**src/rtl/serial_add_sub_n.sv**
```systemverilog
// serial_add_sub_n: bit-serial N-bit adder/subtractor.
// Operands are loaded in parallel. One full-adder plus a carry flip-flop then
// process one bit per enabled clock, LSB first. The result fills the A shift
// register from the MSB end.
//
// Handshake: start is sampled only in IDLE. A start accepted at a clock edge
// captures a_in/b_in/sub and moves the block to RUN. busy is high for the
// whole of RUN, including stall cycles with en=0. done is high for exactly one
// cycle (the DONE state), and sum/carry_out/overflow are valid from that cycle
// until the next accepted start. start is ignored in RUN and in DONE.
module serial_add_sub_n #(
    parameter int N = 8
) (
    input  logic         clk,
    input  logic         rst,
    input  logic         start,
    input  logic         sub,
    input  logic         en,
    input  logic [N-1:0] a_in,
    input  logic [N-1:0] b_in,
    output logic         busy,
    output logic         done,
    output logic [N-1:0] sum,
    output logic         carry_out,
    output logic         overflow
);

    localparam int CW = $clog2(N + 1);
    localparam logic [CW-1:0] LAST = CW'(N - 1);

    typedef enum logic [1:0] {
        IDLE = 2'd0,
        RUN  = 2'd1,
        DONE = 2'd2
    } state_t;

    state_t         state;
    state_t         state_nxt;
    logic [N-1:0]   a_q;
    logic [N-1:0]   b_q;
    logic           carry_q;
    logic           mode_q;
    logic [CW-1:0]  cnt_q;

    logic           accept;
    logic           step;
    logic           last_bit;
    logic           b_eff;
    logic           s_bit;
    logic           c_bit;

    // Single full-adder stage; subtraction inverts B and injects the +1 via the initial carry.
    assign b_eff    = b_q[0] ^ mode_q;
    assign s_bit    = a_q[0] ^ b_eff ^ carry_q;
    assign c_bit    = (a_q[0] & b_eff) | (a_q[0] & carry_q) | (b_eff & carry_q);
    assign last_bit = step && (cnt_q == LAST);

    // State register.
    always_ff @(posedge clk or posedge rst) begin
        if (rst) begin
            state <= IDLE;
        end else begin
            state <= state_nxt;
        end
    end

    // Next-state decode and handshake outputs.
    always_comb begin
        state_nxt = state;
        busy      = 1'b0;
        done      = 1'b0;
        accept    = 1'b0;
        step      = 1'b0;
        case (state)
            IDLE: begin
                if (start) begin
                    accept    = 1'b1;
                    state_nxt = RUN;
                end
            end
            RUN: begin
                busy = 1'b1;
                if (en) begin
                    step = 1'b1;
                    if (cnt_q == LAST) begin
                        state_nxt = DONE;
                    end
                end
            end
            DONE: begin
                done      = 1'b1;
                state_nxt = IDLE;
            end
            default: begin
                state_nxt = IDLE;
            end
        endcase
    end

    // Operand shift registers, carry, mode and bit counter.
    always_ff @(posedge clk or posedge rst) begin
        if (rst) begin
            a_q     <= '0;
            b_q     <= '0;
            carry_q <= 1'b0;
            mode_q  <= 1'b0;
            cnt_q   <= '0;
        end else if (accept) begin
            a_q     <= a_in;
            b_q     <= b_in;
            mode_q  <= sub;
            carry_q <= sub;
            cnt_q   <= '0;
        end else if (step) begin
            a_q     <= {s_bit, a_q[N-1:1]};
            b_q     <= {1'b0, b_q[N-1:1]};
            carry_q <= c_bit;
            cnt_q   <= cnt_q + 1'b1;
        end
    end

    // Result registers load only on the final bit and hold between operations.
    always_ff @(posedge clk or posedge rst) begin
        if (rst) begin
            sum       <= '0;
            carry_out <= 1'b0;
            overflow  <= 1'b0;
        end else if (last_bit) begin
            sum       <= {s_bit, a_q[N-1:1]};
            carry_out <= c_bit;
            overflow  <= carry_q ^ c_bit;
        end
    end

endmodule
```
**config.mk**
```make
export PLATFORM = sky130hd
export DESIGN_NAME = serial_add_sub_n
export DESIGN_NICKNAME = d
export VERILOG_FILES = /design/src/rtl/serial_add_sub_n.sv
export SDC_FILE = /design/constraint.sdc
export NUM_CORES = 1
export LEC_CHECK = 0
export BUFFER_PORTS_ARGS = -buffer_cell sky130_fd_sc_hd__buf_2
export CAP_MARGIN = 25
export CORE_ASPECT_RATIO = 1.2
export CORE_MARGIN = 5
export CORE_UTILIZATION = 53
export CTS_CLUSTER_DIAMETER = 200
export DETAILED_ROUTE_END_ITERATION = 12
export HOLD_SLACK_MARGIN = 0.05
export PLACE_DENSITY_LB_ADDON = 0.08
export SLEW_MARGIN = 30
export SYNTH_ARGS = -nofsm -noshare
export SYNTH_HDL_FRONTEND = slang
export SYNTH_SLANG_ARGS = --single-unit
```
**constraint.sdc**
```tcl
create_clock -name clk -period 1.6 [get_ports clk]
set_input_delay 0.32 -clock clk [delete_from_list [all_inputs] [get_ports clk]]
set_output_delay 0.32 -clock clk [all_outputs]
set_load 0.1 [all_outputs]
```
==> metrics.cfg <==
[status]
status=finished clean

[route]
wl_met1_mm=1.37
wl_per_cell_microns=15.4
drtIter0Drc=48
wl_met2_mm=1.64
route.met3.wl_microns=158
ant_nets=0
via_per_inst=5.68
vias=1181
highest_layer=met4
dr.pass1.iters=4
wl_mm=3.20
drc=0

[sta]
setup_tns_ns=0
finalCritPeriodShare=0.964
relSlewSlack=0.674
rsz0062_at_grt=true
fmax_ghz=0.649
slew_violations=0
setup_viol=0
hold_viol=0
fin_skew_ns=0.0154
worst_slew_pin_slew_ns=0.493
finalCriticalPeriod_ns=1.54

[run]
maxCapViolCount=0

[die]
start_util=0.548
row_count=21
die_w_microns=59.0
io_pins=33
core_area_sq_mm=0.00279
die-height_microns=68.8
design.die.area_sq_mm=0.00406

[synthesis]
ys.flop_type=dfrtp_1
avgSynthCellArea_sq_um=11.7
synth_cells=130
synth_top_area_frac=0.558
yosys_warnings=0
synth-edff-count=0
async_flop_share=1.00
ys_seq_area_frac=0.558
synth_largest_area_cell=dfrtp_1
netlist_top_cells_area=dfrtp_1, mux2_1, a22oi_1
yosys_register_bits=34
ys_types=32
synth_nets=153
syn_area_sq_mm=0.00153

[clock_network]
cts_tree=built
path_clk_slew_ns=0.11
cts_buffers=5
cts_sinks=34
cts_hold_buffers=0
insertion_delay_ns=0.33
clk_path_buf_depth=2
ctsRootBufferMaster=clkbuf_4
h-tree-depth=2

[finish]
diodes=0
final_cell_mix=dfrtp_1, buf_2, nand2_1
mostFrequentLayoutCell=dfrtp_1
nFillCells=224
fin_nets=196
drive_above_1_share=0.351
seq_area_sq_um=852
final_area_sq_mm=0.00189
syn2layout_area_growth_pct=24.1
multiInputGateArea_sq_um=629

[grt]
antenna_found_initial=0
grt-ovfl-total=0
grt_use_total=0.187
grt_pass1_vias=1222
grt_first_pass_wirelength_mm=5.63
grt_max_degree=35

[power_and_ir_drop]
pwr_density_cell_mw_per_mm2=2240
power.total_uw=4230
ir_drop_uv=1600
p_leak_uw=0.000971

[placement]
io_buffers=32
dpl_cell_area_sq_mm=0.00177
dpl.hpwl_mm=2.24
gp_congestion=0.737

[worst_hold_path]
hold_path_class=input pin to async pin

[setup_path]
required_ns=1.28
cp-end-kind=output port
critPathLaunch=state[1]$_DFFE_PP0P_
crit_arrival_ns=1.22
cp-start-kind=flip-flop
reg2reg_from=b_q[0]$_DFFE_PP0P_
worstPathMaxFanout=6
critPathKind=flip-flop to output port

==> logic make-up (layout without fill, tap and decap cells) <==
group                    count (synthesis)  in the layout  share of synthesized area
adder cells (fa/ha/maj)                  2              2                     0.0213
flip-flops                              34             34                      0.558
multiplexers                             9              9                     0.0664
XOR/XNOR                                 2              2                     0.0115
buffers and inverters                   12             55                     0.0509
AO/OA/AOI/OAI                           27             27                      0.131
AND/OR/NAND/NOR                         44             45                      0.161
==> worst max-delay path, cell delays in order (launching register included) <==
cell and delay [ns]:
dfrtp_1 0.43, nand2b_4 0.17, clkinvlp_4 0.11, buf_12 0.17
==> what timing repair did <==
action	CTS	global route
pin swaps	0	1
resized for setup	3	2
endpoints found under the setup margin	1	2
setup buffers	2	0
gates cloned	0	1
==> routing by layer <==
layer | track usage | up-vias
li1 | - | 555
met1 | 0.226 | 585
met2 | 0.318 | 36
met3 | 0.0540 | 5
met4 | 0.0680 | 0
met5 | 0 | -
==> through the flow <==
step / cells / setup slack, ns / utilization / hold WS, ns
final: 208 / 0.0584 / 0.680 / 0.0460
after global placement: 197 / 0.127 / 0.635 / 0.427
after floorplan: 130 / 0.0477 / - / 0.445
after detailed placement: 197 / 0.0937 / 0.635 / 0.431
after CTS: 207 / 0.0456 / 0.672 / 0.0535
after global routing: 208 / -0.0253 / 0.680 / 0.0644
==> registers in the layout (all words and copies together), names as in the netlist <==
name and cells:
a_q 8, carry_q 1, mode_q 1, b_q 8, overflow 1, sum 8, cnt_q 4, carry_out 1
state 2
==> area by class of cell <==
class	instances	share of cell area
Sequential cell	34	0.450
Multi-Input combinational cell	85	0.332
Timing Repair Buffer	43	0.144
Tap cell	34	0.0225
Clock inverter	3	0.0211
Clock buffer	5	0.0198
Inverter	4	0.00991
==> synthesized netlist by cell type (2+ instances only) <==
cell     count
dfrtp_1     34
nand2_1     16
nand3_1     15
a22oi_1     13
mux2_1       9
inv_1        4
a221o_1      3
buf_6        3
o21ai_1      3
o31ai_1      3
a22o_1       2
buf_2        2
buf_4        2
nor2_1       2
xnor2_1      2
==> where the power goes <==
group / internal [uW] / total (uW) / switching [uW]
Clock: 324 / 612 / 288
Combinational: 665 / 2150 / 1480
Sequential: 1220 / 1470 / 254
Total: 2210 / 4230 / 2030
==> final timing paths <==
path | end | slack [ns] | cells after the start
setup / recovery | busy | 0.06 | 3
hold / removal | a_q[3]$_DFFE_PP0P_ | 0.05 | 3
setup reg to reg | a_q[7]$_DFFE_PP0P_ | 0.10 | 4
hold reg to reg | sum[4]$_DFFE_PP0P_ | 0.50 | 1
max in group asynchronous | cnt_q[2]$_DFFE_PP0P_ | 1.24 | 3
min in group clk | a_q[4]$_DFFE_PP0P_ | 0.19 | 3
Note: power is estimated with default switching activity, not from simulation.
